### src/rtl/xadc_drp_scan_ctrl.sv
// XADC DRP sequencer: EOS-triggered AUX0..3 scans with averaging and argmax,
// arbitrated against single config writes from the register block.
module xadc_drp_scan_ctrl #(
  parameter logic [6:0] AUX_BASE_ADDR  = 7'h10,
  parameter int         AVG_LOG2       = 2,
  parameter int         TIMEOUT_CYCLES = 255
) (
  input  logic        S_AXI_ACLK,
  input  logic        S_AXI_ARESETN,
  input  logic        enable,
  input  logic        eos,
  input  logic        cfg_wr_req,
  input  logic [6:0]  cfg_wr_addr,
  input  logic [15:0] cfg_wr_data,
  output logic        cfg_wr_ack,
  output logic [6:0]  daddr,
  output logic        den,
  output logic        dwe,
  output logic [15:0] di,
  input  logic [15:0] do_data,
  input  logic        drdy,
  output logic [11:0] measured_aux0,
  output logic [11:0] measured_aux1,
  output logic [11:0] measured_aux2,
  output logic [11:0] measured_aux3,
  output logic [1:0]  network_output,
  output logic        sample_valid,
  output logic        timeout_err,
  input  logic        err_clr
);

  localparam int AW = 12 + AVG_LOG2;
  localparam int CW = AVG_LOG2 + 1;
  localparam logic [CW-1:0] CNT_LAST = CW'((1 << AVG_LOG2) - 1);
  localparam logic [15:0] TMO_LAST = 16'(TIMEOUT_CYCLES - 1);

  localparam logic [2:0] S_IDLE     = 3'd0;
  localparam logic [2:0] S_WR_ISSUE = 3'd1;
  localparam logic [2:0] S_WR_WAIT  = 3'd2;
  localparam logic [2:0] S_RD_ISSUE = 3'd3;
  localparam logic [2:0] S_RD_WAIT  = 3'd4;
  localparam logic [2:0] S_DONE     = 3'd5;

  logic [2:0]    state;
  logic          pending;
  logic [1:0]    idx;
  logic [CW-1:0] cnt;
  logic [15:0]   tmo;
  logic [AW-1:0] acc  [4];
  logic [11:0]   scan [4];
  logic [AW-1:0] sum  [4];
  logic [11:0]   avg  [4];
  logic [1:0]    best;
  logic          tmo_hit;
  logic          unused_lsb;

  assign unused_lsb = ^do_data[3:0];

  always_comb begin
    den        = (state == S_WR_ISSUE) || (state == S_RD_ISSUE);
    dwe        = (state == S_WR_ISSUE);
    tmo_hit    = ((state == S_WR_WAIT) || (state == S_RD_WAIT))
               && !drdy && (tmo == TMO_LAST);
    cfg_wr_ack = (state == S_WR_WAIT) && (drdy || tmo_hit);
    best       = 2'd0;
    for (int i = 0; i < 4; i++) begin
      sum[i] = acc[i] + AW'(scan[i]);
      avg[i] = sum[i][AW-1:AVG_LOG2];
    end
    // strict compare keeps the lowest index on ties
    for (int i = 1; i < 4; i++) begin
      if (avg[i] > avg[best]) best = 2'(i);
    end
  end

  always_ff @(posedge S_AXI_ACLK or negedge S_AXI_ARESETN) begin
    if (!S_AXI_ARESETN) begin
      state          <= S_IDLE;
      pending        <= 1'b0;
      idx            <= 2'd0;
      cnt            <= '0;
      tmo            <= 16'd0;
      daddr          <= 7'd0;
      di             <= 16'd0;
      measured_aux0  <= 12'd0;
      measured_aux1  <= 12'd0;
      measured_aux2  <= 12'd0;
      measured_aux3  <= 12'd0;
      network_output <= 2'd0;
      sample_valid   <= 1'b0;
      timeout_err    <= 1'b0;
      for (int i = 0; i < 4; i++) begin
        acc[i]  <= '0;
        scan[i] <= 12'd0;
      end
    end else begin
      sample_valid <= 1'b0;
      if (tmo_hit)      timeout_err <= 1'b1;
      else if (err_clr) timeout_err <= 1'b0;
      if (eos && enable) pending <= 1'b1;
      case (state)
        S_IDLE: begin
          if (!enable) begin
            pending <= 1'b0;
            idx     <= 2'd0;
            cnt     <= '0;
            for (int i = 0; i < 4; i++) acc[i] <= '0;
          end
          if (cfg_wr_req) begin
            state <= S_WR_ISSUE;
            daddr <= cfg_wr_addr;
            di    <= cfg_wr_data;
          end else if (enable && (pending || eos)) begin
            state   <= S_RD_ISSUE;
            daddr   <= AUX_BASE_ADDR;
            pending <= 1'b0;
          end
        end
        S_WR_ISSUE: begin
          state <= S_WR_WAIT;
          tmo   <= 16'd0;
        end
        S_WR_WAIT: begin
          tmo <= tmo + 16'd1;
          if (drdy || tmo_hit) state <= S_IDLE;
        end
        S_RD_ISSUE: begin
          state <= S_RD_WAIT;
          tmo   <= 16'd0;
        end
        S_RD_WAIT: begin
          tmo <= tmo + 16'd1;
          if (drdy) begin
            scan[idx] <= do_data[15:4];
            if (!enable) begin
              state <= S_IDLE;
              idx   <= 2'd0;
            end else if (idx == 2'd3) begin
              state <= S_DONE;
              idx   <= 2'd0;
            end else begin
              state <= S_RD_ISSUE;
              idx   <= idx + 2'd1;
              daddr <= AUX_BASE_ADDR + 7'(idx) + 7'd1;
            end
          end else if (tmo_hit) begin
            state <= S_IDLE;
            idx   <= 2'd0;
          end
        end
        S_DONE: begin
          state <= S_IDLE;
          if (cnt == CNT_LAST) begin
            measured_aux0  <= avg[0];
            measured_aux1  <= avg[1];
            measured_aux2  <= avg[2];
            measured_aux3  <= avg[3];
            network_output <= best;
            sample_valid   <= 1'b1;
            cnt            <= '0;
            for (int i = 0; i < 4; i++) acc[i] <= '0;
          end else begin
            cnt <= cnt + CW'(1);
            for (int i = 0; i < 4; i++) acc[i] <= sum[i];
          end
        end
        default: state <= S_IDLE;
      endcase
    end
  end

endmodule
### config.mk
export PLATFORM = sky130hd
export DESIGN_NAME = xadc_drp_scan_ctrl
export DESIGN_NICKNAME = d
export VERILOG_FILES = /design/src/rtl/xadc_drp_scan_ctrl.sv
export SDC_FILE = /design/constraint.sdc
export NUM_CORES = 1
export LEC_CHECK = 0
export ABC_AREA = 1
export CORE_UTILIZATION = 40
export DETAILED_ROUTE_END_ITERATION = 10
export PLACE_DENSITY = 0.58
export SYNTH_ARGS = -nofsm -noshare
export SYNTH_HDL_FRONTEND = slang
export SYNTH_SLANG_ARGS = --single-unit
### constraint.sdc
create_clock -name S_AXI_ACLK -period 14.4 [get_ports S_AXI_ACLK]
set_input_delay 2.88 -clock S_AXI_ACLK [delete_from_list [all_inputs] [get_ports S_AXI_ACLK]]
set_output_delay 2.88 -clock S_AXI_ACLK [all_outputs]
set_load 0.01 [all_outputs]
# Yosys cells after proc, flatten, opt, wreduce, memory -nomap -nowiden
# Index checks and enable logic that the tools add are counted.
dict set report word_totals {
  ff_bits 204
  input_bits 46
  output_inout_bits 78
}
dict set report classes {
  n_addsub 9
  magnitude_cmp 7
  n_eq_ne 15
  n_mux 48
  bitwise 3
  reduce_logical 25
}
# operator count
set op_table {}
lappend op_table {{$mux 56} 2}
lappend op_table {{$pmux 56 s2} 1}
lappend op_table {{$mux 12} 5}
lappend op_table {{$add 14x12->14} 4}
lappend op_table {{$bmux 12 s2} 2}
lappend op_table {{$bwmux 48} 1}
lappend op_table {{$gt 12x12->1} 3}
lappend op_table {{$mux 7} 5}
lappend op_table {{$pmux 16 s2} 1}
lappend op_table {{$mux 3} 9}
lappend op_table {{$demux 12 s2} 1}
lappend op_table {{$add 16x1->16 const B} 1}
lappend op_table {{$eq 16x8->1 const B} 1}
lappend op_table {{$pmux 3 s5} 1}
lappend op_table {{$mux 2} 7}
lappend op_table {{$pmux 7 s2} 1}
lappend op_table {{$mux 1} 10}
lappend op_table {{$eq 3x2->1 const B} 3}
lappend op_table {{$ge 3x3->1 const B} 3}
lappend op_table {{$not 2->3} 3}
lappend op_table {{$ne 2x2->1 const B} 4}
lappend op_table {{$reduce_and 2->1} 4}
lappend op_table {{$reduce_bool 2->1} 4}
lappend op_table {{$add 6x1->7 const B} 1}
lappend op_table {{other kinds (18)} 30}

# Longest topological paths before layout
# Gate-level depths: netlist of run 1.
dict set report depth {
  word_depth 15
  ltp_mapped 39
}

# Worst setup path after synthesis of run 1
# No wires, ideal clock.
dict set report synth_path {
  path_type {input -> output}
  from {in drdy}
  to {out cfg_wr_ack}
  t_arrival_ns 3.362
  path_slack_ns 8.158
  cell_stages 3
  n_path_buf 0
  path_cell_list {nor2_1 > nand4_1 > a21oi_1}
}
dict set report synth_between {
  elab_chain_len 5
}
# item line_no
set synth_rtl {}
lappend synth_rtl {{from (decl)} 21} ;# input logic drdy,
lappend synth_rtl {{$logic_not 1->1} 63} ;# && !drdy && (tmo == TMO_LAST);
lappend synth_rtl {{$logic_and 1x1->1 (2 in series)} 63}
lappend synth_rtl {{$logic_or 1x1->1 (*)} 64} ;# cfg_wr_ack = (state == S_WR_WAIT) && (drdy || tmo_hit);
lappend synth_rtl {{$logic_and 1x1->1 (*)} 64}
lappend synth_rtl {{to (decl)} 15} ;# output logic cfg_wr_ack,
# Every way passes the cells marked *; elsewhere a longest branch is shown, timed or not.

# Worst setup path after layout of run 1
# Same ends and word-level chain as after synthesis.

==> results of run 1 <==
worst paths after layout:
check	cells past startpoint	endpoint	slack (ps)	from
setup / recovery	5	cfg_wr_ack	7090	drdy
hold / removal	2	di[9]	470	di[9]
setup reg to reg	31	network_output[1]	7760	acc[28]
hold reg to reg	2	di[9]	470	di[9]
max in group asynchronous	2	acc[50]	10270	S_AXI_ARESETN
min in group asynchronous	1	measured_aux2[3]	2470	S_AXI_ARESETN
critical path, stage by stage:
cell	delay, ps
clkdlybuf4s50_1	480
nor2_1	170
nand4_1	170
a21oi_1	170
clkdlybuf4s50_1	560
flip-flops by register name, indices dropped and copies added, names as in the netlist:
register,cells
daddr,7
cnt,3
measured_aux0,12
sample_valid,1
tmo,16
measured_aux1,12
acc,56
pending,1
measured_aux2,12
measured_aux3,12
timeout_err,1
idx,2
state,3
scan,48
network_output,2
di,16
kinds of logic (layout without fill, tap and decap cells):
group	after synthesis	count (layout)	share of synthesized area [%]
flip-flops	204	204	43.7
XOR/XNOR	38	38	2.85
adder cells (fa/ha/maj)	91	91	10.0
buffers and inverters	200	333	6.71
multiplexers	50	50	4.80
AND/OR/NAND/NOR	543	543	20.3
AO/OA/AOI/OAI	242	242	11.6
metal layers:
layer  vias up  global-route usage (%)  part of all wire, %
li1       4753                       -                    -
met1      4514                    29.2                   48
met2       203                    32.3                   44
met3        45                    3.85                  5.4
met4         2                    5.53                  2.6
met5         -                       0                0.039
metrics by stage:
step | hold slack, ps | worst slack, ps
2_1_floorplan | 450 | 8160
3_3_place_gp | 452 | 7080
3_5_place_dp | 458 | 7100
4_1_cts | 472 | 7080
5_1_grt | 495 | 6960
6_report | 468 | 7090
power by group:
group          switching (uW)  internal (uW)  leakage [uW]
combinational            1380            768       0.00384
sequential               82.7            703       0.00275
clock                     241            408      0.000419
total                    1700           1880       0.00701
layout by cell type, fill, tap and decap left out, types with 3 or more instances in the layout:
cell type        count
nand2_2             21
clkbuf_8             8
nand2_1            347
nor2_1              50
clkdlybuf4s50_1    118
o21ai_0            116
o22ai_1             12
nor4_1               5
mux2_2              48
buf_4                8
nor3_1              10
a21oi_1             59
inv_1              157
nand3_1             66
o31ai_1              3
clkbuf_16           25
ha_1                87
o21ai_1             11
nor2_2               6
clkbuf_1             3
o21bai_1             7
bufinv_16            3
nand3_2              8
inv_2                8
fa_1                 4
and2_1               9
a21boi_0             3
nand4_1             14
dfrtp_1            204
xnor2_1              7
a31oi_1              6
xor2_1              31
a22o_1              13
final cells by class:
type                            count  area (um^2)  share of cell area [%]
Tap cell                          384          480                    3.41
Multi-Input combinational cell    964         5780                    41.0
Timing Repair Buffer              127         1260                    8.91
Sequential cell                   204         5100                    36.2
Clock inverter                      5          100                   0.710
Inverter                          165          619                    4.40
Clock buffer                       36          747                    5.30
==> impl_metrics.yaml, run 1 <==
floorplan:
  rows: 62
  fp.dieArea_um2: 29900
  initial_utilization_pct: 40.7
  ios: 124
  die_y_um: 173
  dieWidth_um: 173
  fp.coreArea_um2: 28700
clocking:
  path_clk_slew_ps: 60
  numCtsBuffers: 24
  cts-root-buf: "clkbuf_16"
  cts_hold_buf: 0
  clock_path_buffers: 3
  cts_setup_buffers: 0
  cts_resized: 0
  cts_tree: "built"
  cts_sinks: 204
  h-tree-depth: 1
  clock_latency_ps: 540
logic_synthesis:
  synthCells: 1368
  synth_fp_nets: 1505
  synth_top_area_share_pct: 43.7
  yosysUniqueCellTypes: 48
  async_flop_share_pct: 100
  synth_flop_cell: "dfrtp_1"
  syn_area_per_cell_um2: 8.53
  yosys_warnings: 0
  synth.cell_area_um2: 11700
  synth_area_leaders: "dfrtp_1 44%, nand2_1 11%, ha_1 9.3%"
  ys_seq_area_share_pct: 43.7
  synth_area_leader_cell: "dfrtp_1"
  synth-edff-count: 0
  yosysMostFrequentCell: "nand2_1"
  ys_top_cells_by_count: "347 x nand2_1, 204 x dfrtp_1, 158 x inv_1"
  ys_ff_latch: 204
drt:
  drt-total-wl_mm: 30.5
  wl_per_cell_um: 16.2
  dr.pass1.iters: 5
  route.detailed.drc: 0
  ant_nets: 0
  dr.first_iter.drc_count: 446
  vias_per_cell: 5.05
  vias: 9517
final_layout:
  final_net_count: 1623
  antenna-diode-count: 0
  design_area_um2: 14100
  nFillCells: 2815
  area_growth_pct: 20.7
  final_util_pct: 49.1
  drive_gt1_share_pct: 9.79
  fin_cells: 1885
placement:
  io_buffers: 119
  postPlaceCellArea_um2: 13200
  dp_hpwl_mm: 21.6
  place_inst: 1844
  place_congestion: 0.840
critical_path:
  critPathArrivalTime_ps: 4430
  crit_required_ps: 11520
  critPathMaxFanout: 4
  cp-start-kind: "input pin"
  crit_path_end_kind: "output port"
  crit_type: "input pin to output port"
sta:
  finalSetupTns_ps: 0
  final.min_clock_period_ps: 7310
  hold_violations: 0
  worst_clock_skew_ps: 21.4
  drv_slew: 0
  period_share_pct: 50.8
  slew_headroom_pct: 23.4
  rsz0062_at_grt: "false"
  fmax_mhz: 137
  setup_violations: 0
  worstMarginPinSlew_ps: 1150
pwr:
  vdd_ir_drop_max_uv: 199
  power_density_nw_per_um2: 254
  leakage_uw: 0.00701
  total_power_uw: 3580
global_routing:
  first_global_vias: 9291
  grt_pass1_wl_mm: 49.4
  grt_max_degree: 128
  antenna_found_initial: 1
  grt.overflow.total: 0
  grtUsageTotal_pct: 20.6
job:
  drv_cap: 0
outcome:
  status: "finished clean"
min_path:
  holdCritPathClass: "flop to flop"
Note: power is estimated with default switching activity, not from simulation.
==> inputs of run 2 (changes only) <==
PLACE_DENSITY = 0.6   (was 0.58)
clock period = 6.15 ns   (was 14.4 ns; I/O delays follow)
==> run 2 against run 1 <==
Sequential cell count is the same. Clock power grew 110%. Critical path depth grew 29. Critical endpoint is now network_output[0].
==> impl_metrics.yaml, run 2 (same netlist as run 1, synthesis figures left out) <==
clocking:
  cts_hold_buf: 0
  numCtsBuffers: 24
  path_clk_slew_ps: 60
  clock_latency_ps: 520
  cts-root-buf: "clkbuf_16"
  clock_path_buffers: 3
  cts_tree: "built"
  h-tree-depth: 1
  cts_sinks: 204
final_layout:
  antenna-diode-count: 0
  final_net_count: 1637
  design_area_um2: 14200
  nFillCells: 2768
  final_util_pct: 49.3
  area_growth_pct: 21.3
  largest_reg_flops: 56
  final_common_cell: "nand2_1"
  drive_gt1_share_pct: 10.9
  reg_top3: "acc x56, scan x48"
  regMostFlops: "acc"
  final_cell_mix: "346 x nand2_1, 204 x dfrtp_1, 156 x inv_1"
critical_path:
  worstRegToRegCells: 34
  reg2reg_slack_ps: 470
  critPathArrivalTime_ps: 6080
  cp_num_buf_inv: 6
  cp_slowest_cell: "fa_1"
  cp_top_family: "adder cells"
  timing.rr.end: "network_output[0]"
  crit_path_end_kind: "flop"
  r2r-start: "acc[28]"
  cp-start-kind: "flop"
  critPathMaxFanout: 12
  crit_required_ps: 6550
  cpPeakStageDelay_ps: 450
  crit_type: "flop to flop"
drt:
  wl_per_cell_um: 16.0
  route.detailed.drc: 0
  vias: 9559
  dr.pass1.iters: 5
  ant_nets: 0
  drt-total-wl_mm: 30.4
  vias_per_cell: 5.03
  dr.first_iter.drc_count: 600
placement:
  dp_hpwl_mm: 21.9
  place_congestion: 0.863
  io_buffers: 119
  postPlaceCellArea_um2: 13300
sta:
  finalSetupTns_ps: 0
  final.min_clock_period_ps: 5680
  slew_headroom_pct: 18.7
  worst_clock_skew_ps: 10.0
  drv_slew: 0
  fmax_mhz: 176
  setup_violations: 0
  hold_violations: 0
  worstMarginPinSlew_ps: 1220
  period_share_pct: 92.4
global_routing:
  grt_max_degree: 127
  first_global_vias: 9417
  grtUsageTotal_pct: 20.5
  grt.overflow.total: 0
  antenna_found_initial: 1
  grt_pass1_wl_mm: 49.3
min_path:
  hp-start: "di[14]"
  holdCritPathClass: "flop to flop"
  timing.hold.worst_endpoint: "di[14]"
  hold_depth: 2
job:
  drv_cap: 0
pwr:
  power_density_nw_per_um2: 601
  vdd_ir_drop_max_uv: 500
  total_power_uw: 8510
  leakage_uw: 0.00704
floorplan:
  fp.coreArea_um2: 28700
  dieWidth_um: 173
  initial_utilization_pct: 40.7
  rows: 62
  ios: 124
  fp.dieArea_um2: 29900
  die_y_um: 173
outcome:
  status: "finished clean"
==> run 2: metal layers <==
layer	vias to the layer above	share of wire, %	track usage [%]
met5	-	0	0
met4	0	1.9	4.24
met3	36	5.4	3.63
met2	222	45	33.1
met1	4520	48	28.7
li1	4781	-	-
==> run 2: layout make-up <==
cell class / count / area (um^2) / area share (%)
Clock buffer: 38 / 723 / 5.11
Multi-Input combinational cell: 964 / 5830 / 41.2
Tap cell: 384 / 480 / 3.39
Sequential cell: 204 / 5100 / 36.1
Inverter: 165 / 619 / 4.38
Clock inverter: 6 / 41.3 / 0.292
Timing Repair Buffer: 141 / 1360 / 9.60
==> run 2: worst max-delay path by stage <==
| stage | start | endpoint | slack (ps) | cells after the start |
|---|---|---|---|---|
| after floorplan | acc[28] | network_output[0] | 1000 | 33 |
| after global placement | acc[28] | network_output[0] | 350 | 34 |
| after detailed placement | acc[28] | network_output[1] | 340 | 34 |
| after CTS | acc[28] | network_output[1] | 290 | 34 |
| after global routing | acc[28] | network_output[0] | -40 | 34 |
| final | acc[28] | network_output[0] | 470 | 34 |
==> run 2: repair_timing <==
item / in CTS / in global routing
buffers inserted: 0 / 4
gates resized for setup: 0 / 7
endpoints found under the setup margin: 0 / 2
==> run 2: power by group <==
| part | total [uW] | switching, uW | internal, uW |
|---|---|---|---|
| Combinational | 5300 | 3290 | 2010 |
| Clock | 1370 | 564 | 805 |
| Sequential | 1840 | 196 | 1650 |
| Total | 8510 | 4050 | 4470 |
==> run 2: worst register-to-register path: cells and delay by family (launching register included) <==
kind                       cells  cell delay [ps]
adders and majority gates      5             1640
and+or+nand+nor               13             1430
AOI/OAI and AO/OA              9             1120
buffers and inverters          6              780
DFF                            1              380
xor gates and xnor gates       1              190
==> run 2: stage by stage <==
stage	setup WS [ps]	hold slack, ps	cells
floorplan	998	450	1368
global placement	352	453	1854
detailed placement	344	461	1854
CTS	293	473	1898
global route	-35.8	495	1902
finish	469	468	1902
==> inputs of run 3 (changes only) <==
CORE_UTILIZATION = 35   (was 40)
PLACE_DENSITY = 0.54   (was 0.6)
SLEW_MARGIN = 20   (was not set)
==> run 3 against run 2 <==
Cell count increased by 2.8%. Via count decreased by 1.4%. Cell area increased by 0.17%. Non-clock buffer count decreased by 1. Combinational power decreased by 1%. Critical path depth unchanged. Maximum frequency increased by 0.27%. Routed wire length increased by 1.2%. Worst hold slack improved by 6.9 ps. Clock skew decreased by 1.7 ps. Power decreased by 1.1%. Clock power about the same.
==> impl_metrics.yaml, run 3 (same netlist as run 1, synthesis figures left out) <==
placement:
  io_buffers: 119
  dp_hpwl_mm: 22.6
  place_congestion: 0.864
global_routing:
  first_global_vias: 9430
  grt.overflow.total: 0
  grtUsageTotal_pct: 18.6
  antenna_found_initial: 2
  grt_max_degree: 103
  grt_pass1_wl_mm: 50.0
sta:
  finalSetupTns_ps: 0
  final.min_clock_period_ps: 5670
  setup_violations: 0
  hold_slack_ps: 475
  rsz0062_at_grt: "false"
  slew_headroom_pct: 40.1
  worst_clock_skew_ps: 8.33
  worstMarginPinSlew_ps: 897
  drv_slew: 0
  hold_violations: 0
  period_share_pct: 92.1
  fmax_mhz: 177
floorplan:
  initial_utilization_pct: 35.7
  fp.coreArea_um2: 32700
  rows: 66
  fp.dieArea_um2: 34100
  dieWidth_um: 185
  ios: 124
  die_y_um: 185
drt:
  vias: 9425
  dr.first_iter.drc_count: 417
  vias_per_cell: 4.82
  wl_per_cell_um: 15.7
  dr.pass1.iters: 5
  route.detailed.drc: 0
  drt-total-wl_mm: 30.7
  ant_nets: 0
clocking:
  cts_setup_buffers: 0
  cts-root-buf: "clkbuf_16"
  cts_tree: "built"
  clock_latency_ps: 520
  h-tree-depth: 1
  path_clk_slew_ps: 60
  clock_path_buffers: 3
  numCtsBuffers: 24
  cts_sinks: 204
critical_path:
  timing.rr.end: "network_output[0]"
  cp-start-kind: "flop"
  reg2reg_slack_ps: 480
  critPathArrivalTime_ps: 6070
  r2r-start: "acc[28]"
  crit_required_ps: 6550
  cp_top_family: "adder cells"
  critPathMaxFanout: 17
  worstRegToRegCells: 34
  crit_path_end_kind: "flop"
  cpPeakStageDelay_ps: 450
  startpoint: "acc[28]"
  cp_slowest_cell: "fa_1"
  crit_type: "flop to flop"
  cp_num_buf_inv: 3
final_layout:
  reg_top3: "acc x56, scan x48"
  final_common_cell: "nand2_1"
  drive_gt1_share_pct: 10.6
  largest_reg_flops: 56
  final_net_count: 1636
  regMostFlops: "acc"
  final_cell_mix: "347 x nand2_1, 204 x dfrtp_1, 157 x inv_1"
  area_growth_pct: 21.5
min_path:
  hold_depth: 2
  hp-start: "di[1]"
  holdCritPathClass: "flop to flop"
  timing.hold.worst_endpoint: "di[1]"
pwr:
  leakage_uw: 0.00701
  power_density_nw_per_um2: 594
  vdd_ir_drop_max_uv: 391
outcome:
  status: "finished clean"
job:
  drv_cap: 0
## run 3: cell types whose count changed in the layout (fill, tap and decap cells not counted), moves of 2 or more
cell and change:
clkinvlp_4 +4, clkbuf_1 -3, clkinv_4 +2, inv_2 -2
clkbuf_8 -5
## run 3: routing by layer
| layer | global-route usage, % | routed length (um) | vias to the layer above |
|---|---|---|---|
| met5 | 0 | 0 | - |
| met4 | 4.79 | 753 | 0 |
| met3 | 3.36 | 1640 | 39 |
| met2 | 29.6 | 13600 | 184 |
| met1 | 26.0 | 14800 | 4426 |
| li1 | - | - | 4776 |
## run 3: worst max path at each step
stage                   endpoint  slack (ps)  cells past startpoint
2_1_floorplan  network_output[0]        1000                     33
3_3_place_gp   network_output[0]         290                     34
3_5_place_dp   network_output[0]         240                     34
4_1_cts        network_output[0]         190                     34
5_1_grt        network_output[0]          30                     36
6_report       network_output[0]         480                     34
## run 3: final cells by class
type                    count  area, um^2
diodes                      1        2.50
clock buffers              31         668
clock inverters             9        62.6
fillers                  3297       18500
inverters                 165         621
multi-input cells         964        5810
flip-flops and latches    204        5100
well taps                 442         553
repair buffers            140        1350
## run 3: through the flow
stage / area (um^2) / total power, uW / worst slack, ps / utilization, % / cells
final: 14200 / 8420 / 484 / 43.4 / 1956
after global routing: 14200 / 9200 / 34.3 / 43.3 / 1955
after CTS: 14100 / 8400 / 194 / 43.3 / 1955
after detailed placement: 13400 / 7000 / 241 / 41.0 / 1915
after global placement: 13400 / 6900 / 291 / 41.0 / 1915
after floorplan: 11700 / 5610 / 998 / - / 1368
## run 3: report_power, final
part	switching [uW]	internal [uW]	total [uW]
logic	3270	1970	5240
registers	193	1650	1840
clock network	574	764	1340
## run 3: what timing repair did
action                     in CTS  in global routing
hold buffers                    0                  0
hold endpoints to repair        0                  0
resized for setup               0                  5
setup endpoints to repair       0                  2
## run 3: worst reg2reg max path: cells and delay by family, from the launching register on
kind / cells / cell delay, ps
adder cells (fa/ha/maj): 5 / 1650
buffers and inverters: 3 / 390
XOR/XNOR: 1 / 240
AND/OR/NAND/NOR: 15 / 1600
flip-flops: 1 / 390
AO/OA/AOI/OAI: 10 / 1310
